===== src/rtl/dp_arbiter_if.sv =====
// Requester and datapath signal bundle for dp_arbiter.
// slave is the arbiter side; master is the client/datapath side.
interface dp_arbiter_if #(
  parameter int N_REQ = 4,
  parameter int WIDTH = 32,
  parameter int AW    = 5
);
  logic [N_REQ-1:0]       ar_req;
  logic [3*N_REQ-1:0]     ar_op;
  logic [WIDTH*N_REQ-1:0] ar_opa;
  logic [WIDTH*N_REQ-1:0] ar_opb;
  logic [AW*N_REQ-1:0]    ar_waddr;
  logic [N_REQ-1:0]       ar_grant;
  logic [N_REQ-1:0]       ar_ack;
  logic [WIDTH-1:0]       ar_result;
  logic                   ar_carry;
  logic                   ar_ovf;
  logic [WIDTH-1:0]       ar_dp_inp1;
  logic [WIDTH-1:0]       ar_dp_inp2;
  logic                   ar_dp_load1;
  logic                   ar_dp_load2;
  logic [2:0]             ar_dp_sel_alu;
  logic                   ar_dp_ReadWriteEn;
  logic [AW-1:0]          ar_dp_WriteAddress;
  logic [AW-1:0]          ar_dp_ReadAddress;
  logic [WIDTH-1:0]       ar_dp_read;
  logic                   ar_dp_carryout;
  logic                   ar_dp_overflow;

  modport slave (
    input  ar_req, ar_op, ar_opa, ar_opb, ar_waddr,
           ar_dp_read, ar_dp_carryout, ar_dp_overflow,
    output ar_grant, ar_ack, ar_result, ar_carry, ar_ovf,
           ar_dp_inp1, ar_dp_inp2, ar_dp_load1, ar_dp_load2, ar_dp_sel_alu,
           ar_dp_ReadWriteEn, ar_dp_WriteAddress, ar_dp_ReadAddress
  );

  modport master (
    output ar_req, ar_op, ar_opa, ar_opb, ar_waddr,
           ar_dp_read, ar_dp_carryout, ar_dp_overflow,
    input  ar_grant, ar_ack, ar_result, ar_carry, ar_ovf,
           ar_dp_inp1, ar_dp_inp2, ar_dp_load1, ar_dp_load2, ar_dp_sel_alu,
           ar_dp_ReadWriteEn, ar_dp_WriteAddress, ar_dp_ReadAddress
  );
endinterface


===== src/rtl/dp_arbiter.sv =====
// Round-robin arbiter/sequencer sharing one ALU/register-file datapath.
// Define ARB_FIXED_PRIO_EN to pin the pointer at 0 (lowest index always wins).
//
// state | meaning
// IDLE  | arbitrate, latch winner operands, raise grant
// LOAD1 | drive operand A and its load strobe
// LOAD2 | drive operand B and its load strobe
// EXEC  | drive ALU select, write address, write enable
// READ  | drive read address, capture ALU flags
// DONE  | capture read data, pulse ack, advance pointer
module dp_arbiter #(
  parameter int N_REQ = 4,
  parameter int WIDTH = 32,
  parameter int AW    = 5
) (
  input logic         ar_clk,
  input logic         ar_reset,
  dp_arbiter_if.slave bus
);

  localparam int PW = (N_REQ > 1) ? $clog2(N_REQ) : 1;

  typedef enum logic [2:0] {IDLE, LOAD1, LOAD2, EXEC, READ, DONE} state_t;

  state_t           state;
  logic [PW-1:0]    ptr;
  logic [PW-1:0]    ptr_nxt;
  logic [PW-1:0]    win_idx;
  logic             found;
  logic [N_REQ-1:0] win_onehot;
  logic [2:0]       win_op, op_q;
  logic [WIDTH-1:0] win_opa, win_opb, opa_q, opb_q;
  logic [AW-1:0]    win_waddr, waddr_q;

  // First pass looks at or above the pointer, second pass wraps to the lowest index.
  always_comb begin
    win_idx = '0;
    found   = 1'b0;
    for (int i = 0; i < N_REQ; i++) begin
      if (!found && bus.ar_req[i] && (PW'(i) >= ptr)) begin
        found   = 1'b1;
        win_idx = PW'(i);
      end
    end
    for (int i = 0; i < N_REQ; i++) begin
      if (!found && bus.ar_req[i]) begin
        found   = 1'b1;
        win_idx = PW'(i);
      end
    end
  end

  always_comb begin
    win_onehot = '0;
    win_op     = '0;
    win_opa    = '0;
    win_opb    = '0;
    win_waddr  = '0;
    for (int i = 0; i < N_REQ; i++) begin
      if (PW'(i) == win_idx) begin
        win_onehot[i] = 1'b1;
        win_op        = bus.ar_op[3*i +: 3];
        win_opa       = bus.ar_opa[WIDTH*i +: WIDTH];
        win_opb       = bus.ar_opb[WIDTH*i +: WIDTH];
        win_waddr     = bus.ar_waddr[AW*i +: AW];
      end
    end
  end

`ifdef ARB_FIXED_PRIO_EN
  assign ptr_nxt = '0;
`else
  always_comb begin
    ptr_nxt = '0;
    for (int i = 0; i < N_REQ; i++) begin
      if (bus.ar_grant[i]) ptr_nxt = (i == N_REQ - 1) ? '0 : PW'(i + 1);
    end
  end
`endif

  // Outputs are registered from the current state, so each phase is visible
  // for the cycle after the state is entered.
  always_ff @(posedge ar_clk) begin
    if (ar_reset) begin
      state                  <= IDLE;
      ptr                    <= '0;
      op_q                   <= '0;
      opa_q                  <= '0;
      opb_q                  <= '0;
      waddr_q                <= '0;
      bus.ar_grant           <= '0;
      bus.ar_ack             <= '0;
      bus.ar_result          <= '0;
      bus.ar_carry           <= 1'b0;
      bus.ar_ovf             <= 1'b0;
      bus.ar_dp_inp1         <= '0;
      bus.ar_dp_inp2         <= '0;
      bus.ar_dp_load1        <= 1'b0;
      bus.ar_dp_load2        <= 1'b0;
      bus.ar_dp_sel_alu      <= '0;
      bus.ar_dp_ReadWriteEn  <= 1'b0;
      bus.ar_dp_WriteAddress <= '0;
      bus.ar_dp_ReadAddress  <= '0;
    end else begin
      bus.ar_ack            <= '0;
      bus.ar_dp_load1       <= 1'b0;
      bus.ar_dp_load2       <= 1'b0;
      bus.ar_dp_sel_alu     <= '0;
      bus.ar_dp_ReadWriteEn <= 1'b0;
      case (state)
        IDLE: begin
          if (|bus.ar_req) begin
            op_q         <= win_op;
            opa_q        <= win_opa;
            opb_q        <= win_opb;
            waddr_q      <= win_waddr;
            bus.ar_grant <= win_onehot;
            state        <= LOAD1;
          end
        end
        LOAD1: begin
          bus.ar_dp_inp1  <= opa_q;
          bus.ar_dp_load1 <= 1'b1;
          state           <= LOAD2;
        end
        LOAD2: begin
          bus.ar_dp_inp2  <= opb_q;
          bus.ar_dp_load2 <= 1'b1;
          state           <= EXEC;
        end
        EXEC: begin
          bus.ar_dp_sel_alu      <= op_q;
          bus.ar_dp_WriteAddress <= waddr_q;
          bus.ar_dp_ReadWriteEn  <= 1'b1;
          state                  <= READ;
        end
        READ: begin
          bus.ar_dp_ReadAddress <= waddr_q;
          bus.ar_carry          <= bus.ar_dp_carryout;
          bus.ar_ovf            <= bus.ar_dp_overflow;
          state                 <= DONE;
        end
        DONE: begin
          bus.ar_ack    <= bus.ar_grant;
          bus.ar_result <= bus.ar_dp_read;
          bus.ar_grant  <= '0;
          ptr           <= ptr_nxt;
          state         <= IDLE;
        end
        default: state <= IDLE;
      endcase
    end
  end

endmodule


===== src/flat_wrapper.sv =====
// flat-port wrapper written by rule: the top's interface ports become plain ports
module dp_arbiter_flat 
#(
  parameter int N_REQ = 4,
  parameter int WIDTH = 32,
  parameter int AW    = 5
)
  (ar_clk, ar_reset, bus_ar_req, bus_ar_op, bus_ar_opa, bus_ar_opb, bus_ar_waddr, bus_ar_dp_read, bus_ar_dp_carryout, bus_ar_dp_overflow, bus_ar_grant, bus_ar_ack, bus_ar_result, bus_ar_carry, bus_ar_ovf, bus_ar_dp_inp1, bus_ar_dp_inp2, bus_ar_dp_load1, bus_ar_dp_load2, bus_ar_dp_sel_alu, bus_ar_dp_ReadWriteEn, bus_ar_dp_WriteAddress, bus_ar_dp_ReadAddress);
  dp_arbiter_if #(.N_REQ(N_REQ), .WIDTH(WIDTH), .AW(AW)) bus_i ();
  input logic ar_clk;
  input logic ar_reset;
  input wire logic [$bits(bus_i.ar_req)-1:0] bus_ar_req;
  input wire logic [$bits(bus_i.ar_op)-1:0] bus_ar_op;
  input wire logic [$bits(bus_i.ar_opa)-1:0] bus_ar_opa;
  input wire logic [$bits(bus_i.ar_opb)-1:0] bus_ar_opb;
  input wire logic [$bits(bus_i.ar_waddr)-1:0] bus_ar_waddr;
  input wire logic [$bits(bus_i.ar_dp_read)-1:0] bus_ar_dp_read;
  input wire logic [$bits(bus_i.ar_dp_carryout)-1:0] bus_ar_dp_carryout;
  input wire logic [$bits(bus_i.ar_dp_overflow)-1:0] bus_ar_dp_overflow;
  output wire logic [$bits(bus_i.ar_grant)-1:0] bus_ar_grant;
  output wire logic [$bits(bus_i.ar_ack)-1:0] bus_ar_ack;
  output wire logic [$bits(bus_i.ar_result)-1:0] bus_ar_result;
  output wire logic [$bits(bus_i.ar_carry)-1:0] bus_ar_carry;
  output wire logic [$bits(bus_i.ar_ovf)-1:0] bus_ar_ovf;
  output wire logic [$bits(bus_i.ar_dp_inp1)-1:0] bus_ar_dp_inp1;
  output wire logic [$bits(bus_i.ar_dp_inp2)-1:0] bus_ar_dp_inp2;
  output wire logic [$bits(bus_i.ar_dp_load1)-1:0] bus_ar_dp_load1;
  output wire logic [$bits(bus_i.ar_dp_load2)-1:0] bus_ar_dp_load2;
  output wire logic [$bits(bus_i.ar_dp_sel_alu)-1:0] bus_ar_dp_sel_alu;
  output wire logic [$bits(bus_i.ar_dp_ReadWriteEn)-1:0] bus_ar_dp_ReadWriteEn;
  output wire logic [$bits(bus_i.ar_dp_WriteAddress)-1:0] bus_ar_dp_WriteAddress;
  output wire logic [$bits(bus_i.ar_dp_ReadAddress)-1:0] bus_ar_dp_ReadAddress;
  assign bus_i.ar_req = bus_ar_req;
  assign bus_i.ar_op = bus_ar_op;
  assign bus_i.ar_opa = bus_ar_opa;
  assign bus_i.ar_opb = bus_ar_opb;
  assign bus_i.ar_waddr = bus_ar_waddr;
  assign bus_i.ar_dp_read = bus_ar_dp_read;
  assign bus_i.ar_dp_carryout = bus_ar_dp_carryout;
  assign bus_i.ar_dp_overflow = bus_ar_dp_overflow;
  assign bus_ar_grant = bus_i.ar_grant;
  assign bus_ar_ack = bus_i.ar_ack;
  assign bus_ar_result = bus_i.ar_result;
  assign bus_ar_carry = bus_i.ar_carry;
  assign bus_ar_ovf = bus_i.ar_ovf;
  assign bus_ar_dp_inp1 = bus_i.ar_dp_inp1;
  assign bus_ar_dp_inp2 = bus_i.ar_dp_inp2;
  assign bus_ar_dp_load1 = bus_i.ar_dp_load1;
  assign bus_ar_dp_load2 = bus_i.ar_dp_load2;
  assign bus_ar_dp_sel_alu = bus_i.ar_dp_sel_alu;
  assign bus_ar_dp_ReadWriteEn = bus_i.ar_dp_ReadWriteEn;
  assign bus_ar_dp_WriteAddress = bus_i.ar_dp_WriteAddress;
  assign bus_ar_dp_ReadAddress = bus_i.ar_dp_ReadAddress;
  dp_arbiter #(.N_REQ(N_REQ), .WIDTH(WIDTH), .AW(AW)) u_core (.ar_clk(ar_clk), .ar_reset(ar_reset), .bus(bus_i));
endmodule

===== config.mk =====
export PLATFORM = sky130hd
export DESIGN_NAME = dp_arbiter_flat
export DESIGN_NICKNAME = d
export VERILOG_FILES = /design/src/rtl/dp_arbiter_if.sv /design/src/rtl/dp_arbiter.sv /design/src/flat_wrapper.sv
export SDC_FILE = /design/constraint.sdc
export NUM_CORES = 1
export LEC_CHECK = 0
export CAP_MARGIN = 30
export CORE_AREA = 2 2 177 179
export DETAILED_ROUTE_END_ITERATION = 12
export DIE_AREA = 0 0 179 181
export DONT_BUFFER_PORTS = 1
export PLACE_DENSITY = 0.45
export SLEW_MARGIN = 10
export SYNTH_ARGS = -nofsm -noshare
export SYNTH_HDL_FRONTEND = slang
export SYNTH_SLANG_ARGS = --single-unit

===== constraint.sdc =====
create_clock -name ar_clk -period 1.7 [get_ports ar_clk]
set_input_delay 0.17 -clock ar_clk [delete_from_list [all_inputs] [get_ports ar_clk]]
set_output_delay 0.17 -clock ar_clk [all_outputs]
set_load 0.05 [all_outputs]

==> results.py, run 1 <==
metrics = {
    "cts": {
        "cts_made_buffers": 17,
        "clkTransAtPathRegs_ps": 80,
        "h-tree-depth": 4,
        "clk_latency_ps": 440,
        "clockRootBuffer": "clkbuf_16",
        "cts_buffer_depth": 2,
        "cts_tree": "done",
        "cts.sink_count": 199,
    },
    "global_route": {
        "grt_first_pass_wirelength_mm": 46.00,
        "grt_max_degree": 198,
        "grt_usage_pct": 18.75,
        "first_global_vias": 7375,
        "antenna_found_initial": 1,
        "grt_overflow_total": 0,
    },
    "route": {
        "drtIter0Drc": 449,
        "via_per_inst": 5.514,
        "vias": 7968,
        "top_layer": "met4",
        "wl_met3_mm": 2.435,
        "drt-total-wl_mm": 35.20,
        "ant_nets": 0,
        "drt-wirelength-per-cell_um": 24.36,
        "drc": 0,
        "met2WireLength_mm": 17.23,
        "drt-pass1-iter-count": 4,
        "m1WireLength_mm": 14.79,
    },
    "synth": {
        "synth_area_mm2": 0.008488,
        "synthCells": 982,
        "yosys.area.top_type_share_pct": 46.93,
        "syn_nets": 1310,
        "synth_seq_cells": 199,
        "ys_seq_area_share_pct": 46.93,
        "synthTopCellsByArea": "dfxtp_1 (47%), a21oi_1 (10%), nand2_1 (8.6%)",
        "synth_largest_area_cell": "dfxtp_1",
        "ys_warn_count": 0,
        "syn_area_per_cell_um2": 8.644,
        "synth.distinct_cells": 42,
    },
    "cells_and_area": {
        "final_nets": 1364,
        "final_cell_mix": "nand2_1 (194), dfxtp_1 (194), a21oi_1 (177), buf_4 (76), o22ai_1 (65)",
        "syn_to_final_growth_pct": 34.99,
        "drive_gt1_share_pct": 26.79,
        "utilization_pct": 37.76,
        "antenna_cells": 0,
    },
    "floorplan": {
        "core_mm2": 0.03035,
        "die_h_um": 181,
        "initial_core_util_pct": 27.97,
        "die_width_um": 179,
        "ios": 450,
        "dieArea_mm2": 0.03240,
        "rows": 64,
    },
    "worst_hold_path": {
        "min_to": "u_core.bus.ar_dp_inp1[12]",
        "whs_path_depth": 1,
        "hp-start": "ar_reset",
        "min_path_type": "in -> reg",
    },
    "place": {
        "pre_cts_ws_ps": -172.8,
        "port_buffers": 0,
        "place_congestion": 0.7795,
        "dp_hpwl_mm": 21.52,
    },
    "setup_path": {
        "slowest_stage": "or4b_4",
        "worst-path-max-fanout": 10,
        "reg2reg_slack_ps": -170,
        "path_cells": "nor2_2 > or4b_4 > a21oi_4 > buf_6 > clkbuf_16 > o221ai_1 > o22ai_1",
        "r2r_end": "u_core.opb_q[14]",
        "max_stage_delay_ps": 480,
        "path_delay_family": "simple AND/OR/NAND/NOR gates",
        "endpoint_kind": "flip-flop",
        "r2r_cells": 7,
        "cp.buffers_inverters": 2,
        "crit_required_ps": 2060,
        "startpoint_type": "flip-flop",
        "path_class": "reg -> reg",
        "r2r_start": "u_core.state[2]",
        "crit_arrival_ps": 2230,
    },
    "sta": {
        "post-route-min-period_ps": 1873,
        "clock_skew_ps": 14.93,
        "max_freq_mhz": 533.9,
        "hold_ws_ps": -196.2,
        "rsz0062_at_grt": "yes",
        "slew_violations": 0,
        "worst_pin_slew_ps": 609.2,
        "relSlewSlack_pct": 59.05,
        "finalSetupViolCount": 74,
        "fin_tns_setup_ps": -7073,
        "fin_ws_ps": -173.0,
        "timing.final.crit_share_pct": 110.2,
        "hold_viol": 153,
    },
    "outcome": {
        "violations": "hold timing, setup timing",
        "status": "complete, but fails checks",
    },
    "job": {
        "timing.max_cap.violations": 0,
    },
    "power": {
        "finalPower_uw": 12030,
        "p_leak_uw": 0.003726,
        "power_per_cell_area_mw_per_mm2": 1050,
        "ir_worst_vdd_mv": 0.6136,
    },
}
-- layer usage --
layer	vias to the layer above	global-route usage (%)
met5	-	0
met4	0	5.333
met3	35	3.998
met2	330	32.42
met1	3858	23.26
li1	3745	-
-- worst max path at each step --
stage	start	end	slack, ps	depth (start not counted)
finish	u_core.state[2]	u_core.opb_q[14]	-170	7
CTS	u_core.state[1]	u_core.opb_q[28]	-130	6
detailed placement	u_core.ptr[1]	u_core.opb_q[31]	-170	7
global placement	u_core.ptr[1]	u_core.opb_q[31]	-180	7
floorplan	u_core.ptr[1]	u_core.opb_q[18]	-3	8
global route	u_core.ptr[1]	u_core.opb_q[17]	-220	8
-- state kept, by name, indices dropped and copies added (netlist names) --
signal,cells
u_core.op_q,3
u_core.bus.ar_dp_sel_alu,3
u_core.bus.ar_dp_inp1,32
u_core.bus.ar_ovf,1
u_core.bus.ar_dp_load2,1
u_core.state,3
u_core.bus.ar_result,32
u_core.opa_q,32
u_core.bus.ar_grant,4
u_core.ptr,2
u_core.bus.ar_dp_ReadWriteEn,1
u_core.waddr_q,5
u_core.bus.ar_dp_load1,1
u_core.bus.ar_dp_WriteAddress,5
u_core.bus.ar_dp_ReadAddress,5
u_core.opb_q,32
u_core.bus.ar_ack,4
u_core.bus.ar_dp_inp2,32
u_core.bus.ar_carry,1
-- synthesized netlist by cell type (all sizes together) --
master,n
nand2b,3
or4b,1
xnor2,1
clkbuf,69
o21ai,4
a211o,1
and3,1
o32ai,1
or4,1
o22ai,72
o21a,2
or2,2
or3b,1
a22oi,72
dfxtp,199
o221ai,72
a31oi,1
nand3,3
nor2,24
nor3,4
nand3b,2
mux2i,13
nor4,2
and3b,1
a221oi,1
nand2,195
inv,4
a21oi,179
and2,4
nor3b,5
buf,36
or3,1
o2111ai,1
nor2b,4
-- stage by stage --
stage	cells	cell area, µm²
3_5_place_dp	1369	9579
3_3_place_gp	1369	9579
6_report	1445	11460
4_1_cts	1420	10580
5_1_grt	1445	11460
2_1_floorplan	982	8652
-- power by group --
group | switching, µW | internal (µW)
Sequential | 443 | 5010
Clock | 1980 | 2000
Combinational | 1370 | 1230
Total | 3790 | 8240
-- what timing repair did --
item	CTS	global route
endpoints found under the hold margin	195	195
setup endpoints to repair	75	76
gates cloned	6	15
buffers inserted	8	5
pin swaps	8	23
gates resized for setup	38	71
hold buffers	5	5
-- cell families after synthesis --
kind of cell,after synthesis,share of synthesized area (%)
xor+xnor,1,0.1032
compound gates,406,33.12
flops,199,46.93
simple gates,254,12.50
mux,13,1.533
buf+inv,109,5.808
-- final cells by class --
class	instances	area, µm²
Fill cell	3066	18890
Multi-Input combinational cell	675	4659
Sequential cell	199	3990
Timing Repair Buffer	139	1737
Tap cell	396	495.5
Clock buffer	19	452.9
Clock inverter	13	108.9
Inverter	4	15.01
Note: power is estimated with default switching activity, not from simulation.
==> inputs of run 2 (changes only) <==
--- a/config.mk
+++ b/config.mk
@@ -5,12 +5,13 @@
 export SDC_FILE = /design/constraint.sdc
 export NUM_CORES = 1
 export LEC_CHECK = 0
+export ABC_AREA = 1
 export CAP_MARGIN = 30
-export CORE_AREA = 2 2 177 179
+export CORE_MARGIN = 2
+export CORE_UTILIZATION = 30
 export DETAILED_ROUTE_END_ITERATION = 12
-export DIE_AREA = 0 0 179 181
 export DONT_BUFFER_PORTS = 1
-export PLACE_DENSITY = 0.45
+export PLACE_DENSITY = 0.47
 export SLEW_MARGIN = 10
 export SYNTH_ARGS = -nofsm -noshare
 export SYNTH_HDL_FRONTEND = slang
==> run 2 against run 1 <==
Effect of this change:
- the run still ends with hold timing, setup timing left
- global-route usage increased by 2.2 points
- core utilization increased by 2.8 points
- worst hold slack got worse by 9.5 ps
- synthesized area increased by 19%
- via count increased by 33%
- largest power group unchanged
==> results.py, run 2 <==
metrics = {
    "outcome": {
        "status": "complete, but fails checks",
        "violations": "hold timing, setup timing",
    },
    "setup_path": {
        "endpoint_kind": "flip-flop",
        "crit_required_ps": 2080,
        "crit_arrival_ps": 2220,
        "startpoint_type": "flip-flop",
        "worst-path-max-fanout": 10,
        "path_cells": "nor2_4 > nand2_2 > nand2_4 > buf_6 > nor2_4 > a21oi_4 > buf_12 > clkbuf_16 > nand2_1 > inv_1 > nand2_2 > a21oi_2",
        "max_stage_delay_ps": 370,
        "slowest_stage": "dfxtp_4",
        "path_class": "reg -> reg",
    },
    "power": {
        "p_leak_uw": 0.006440,
        "comb_power_share_pct": 24.1,
        "power_per_cell_area_mw_per_mm2": 956.9,
        "p_sw_uw": 4499,
        "power_switching_share_pct": 34.71,
        "clkPwrFrac_pct": 31.0,
        "p_int_uw": 8462,
        "p_seq_share_pct": 44.9,
        "ir_worst_vdd_mv": 0.7458,
    },
    "route": {
        "ant_nets": 0,
        "drt-wirelength-per-cell_um": 20.72,
        "drtIter0Drc": 471,
        "drt-total-wl_mm": 44.10,
        "drc": 0,
        "drt-pass1-iter-count": 4,
        "vias": 10600,
        "via_per_inst": 4.981,
    },
    "cells_and_area": {
        "final_nets": 1997,
        "final_common_cell": "inv_1",
        "nFillCells": 3574,
        "final_cell_mix": "inv_1 (283), dfxtp_1 (197), nand3_1 (195), nand2_1 (187), a21oi_1 (183)",
        "drive_gt1_share_pct": 18.64,
        "utilization_pct": 40.59,
        "syn_to_final_growth_pct": 33.97,
    },
    "sta": {
        "hold_viol": 81,
        "post-route-min-period_ps": 1842,
        "slew_violations": 0,
        "finalSetupViolCount": 72,
        "relSlewSlack_pct": 58.87,
        "hold_ws_ps": -205.7,
        "fin_ws_ps": -142.5,
        "rsz0062_at_grt": "yes",
        "clock_skew_ps": 9.470,
        "fin_tns_setup_ps": -5587,
        "max_freq_mhz": 542.7,
        "timing.final.crit_share_pct": 108.4,
        "worst_pin_slew_ps": 617.0,
    },
    "cts": {
        "cts_made_buffers": 17,
        "cts_buffer_depth": 2,
        "h-tree-depth": 4,
        "clk_latency_ps": 450,
        "cts.sink_count": 199,
        "cts_tree": "done",
        "clockRootBuffer": "clkbuf_16",
        "clkTransAtPathRegs_ps": 70,
        "postCtsHoldBufs": 37,
    },
    "global_route": {
        "grt_usage_pct": 20.99,
        "grt_overflow_total": 0,
        "antenna_found_initial": 1,
        "grt_max_degree": 86,
        "first_global_vias": 9958,
        "grt_first_pass_wirelength_mm": 56.86,
    },
    "place": {
        "place_congestion": 0.8564,
        "port_buffers": 0,
        "dp_hpwl_mm": 25.45,
    },
    "floorplan": {
        "ios": 450,
        "core_mm2": 0.03336,
        "initial_core_util_pct": 30.30,
        "die_h_um": 187.6,
        "dieArea_mm2": 0.03518,
        "rows": 67,
        "die_width_um": 187.6,
    },
    "synth": {
        "synth-edff-count": 0,
        "ys_top_cells_by_count": "inv_1 (300), nand2_1 (238), nand3_1 (225)",
        "ys_warn_count": 0,
        "synth_area_mm2": 0.01011,
        "synthTopCellsByArea": "dfxtp_1 (39%), nand3_1 (11%), inv_1 (11%)",
        "synth_seq_cells": 199,
        "synth.distinct_cells": 21,
        "yosys.area.top_type_share_pct": 39.41,
        "ys_async_sr_fraction_pct": 0,
        "ys_seq_area_share_pct": 39.41,
        "yosys.cell_count.top_type": "inv_1",
        "syn_nets": 1918,
        "synth_ff_type": "dfxtp_1",
        "synthCells": 1590,
        "synth_largest_area_cell": "dfxtp_1",
        "syn_area_per_cell_um2": 6.358,
    },
    "worst_hold_path": {
        "min_path_type": "in -> reg",
    },
    "job": {
        "timing.max_cap.violations": 0,
    },
}
run 2: timing repair:
| item | 4_1_cts | 5_1_grt |
|---|---|---|
| pin swaps | 19 | 24 |
| endpoints found under the setup margin | 72 | 75 |
| gates cloned | 7 | 28 |
| resized for setup | 44 | 165 |
| setup buffers | 11 | 3 |
| hold endpoints to repair | 118 | 81 |
run 2: cells by family (layout without fill, tap and decap cells):
group / count (synthesis) / count (layout) / synth area share, %
compound gates: 331 / 331 / 16.60
buf+inv: 413 / 501 / 16.96
other cells: 0 / 1 / 0
flops: 199 / 199 / 39.41
simple gates: 647 / 648 / 27.04
run 2: power by group through the flow:
stage / combinational (µW) / clock, µW / sequential, µW
after floorplan: 1520 / 0 / 5920
after global placement: 2150 / 0 / 5920
after detailed placement: 2180 / 0 / 5920
after CTS: 2460 / 4160 / 5820
after global routing: 3410 / 4330 / 5860
final: 3120 / 4020 / 5810
run 2: final timing paths:
path                                 end  slack [ps]  cells after the start            from
min                     u_core.opb_q[30]        -210                      1        ar_reset
max                      u_core.opa_q[5]        -140                     12   u_core.ptr[1]
max reg2reg              u_core.opa_q[5]        -140                     12   u_core.ptr[1]
min reg2reg  u_core.bus.ar_dp_sel_alu[0]         430                      2  u_core.op_q[0]
run 2: routing by layer:
metal	GRT usage, %	up-vias	wire length [µm]
met1	24.72	4994	18440
met4	6.784	2	892
met3	6.888	58	3330
li1	-	5126	-
met2	35.98	420	21430
met5	0	-	16
run 2: metrics by stage:
step           area, µm²  cells  worst slack [ps]  total power [µW]  hold WS [ps]
6_report           13540   2128            -142.5             12960        -205.7
4_1_cts            12370   2099            -57.44             12430        -237.1
2_1_floorplan      10110   1590             161.6              7431         253.9
3_5_place_dp       11030   2018            -90.52              8101         254.8
5_1_grt            13540   2127            -217.4             13600        -242.4
3_3_place_gp       11030   2018            -76.37              8077         253.7
run 2: layout make-up:
type	count	area [µm²]	share of cell area, %
antenna	1	2.502	0.01848
clock buffer	20	466.7	3.446
clock inverter	9	93.84	0.6928
inverter	304	1169	8.628
multi-input combinational	979	5014	37.02
sequential	199	3989	29.45
tap	448	560.5	4.139
timing repair buffer	167	2238	16.53
timing repair inverter	1	11.26	0.08314
run 2: worst max-delay path, delay by kind of cell (launching register included):
family	cells	cell delay, ps
AND/OR/NAND/NOR	6	520
AO/OA/AOI/OAI	2	330
buffers and inverters	4	550
flip-flops	1	370
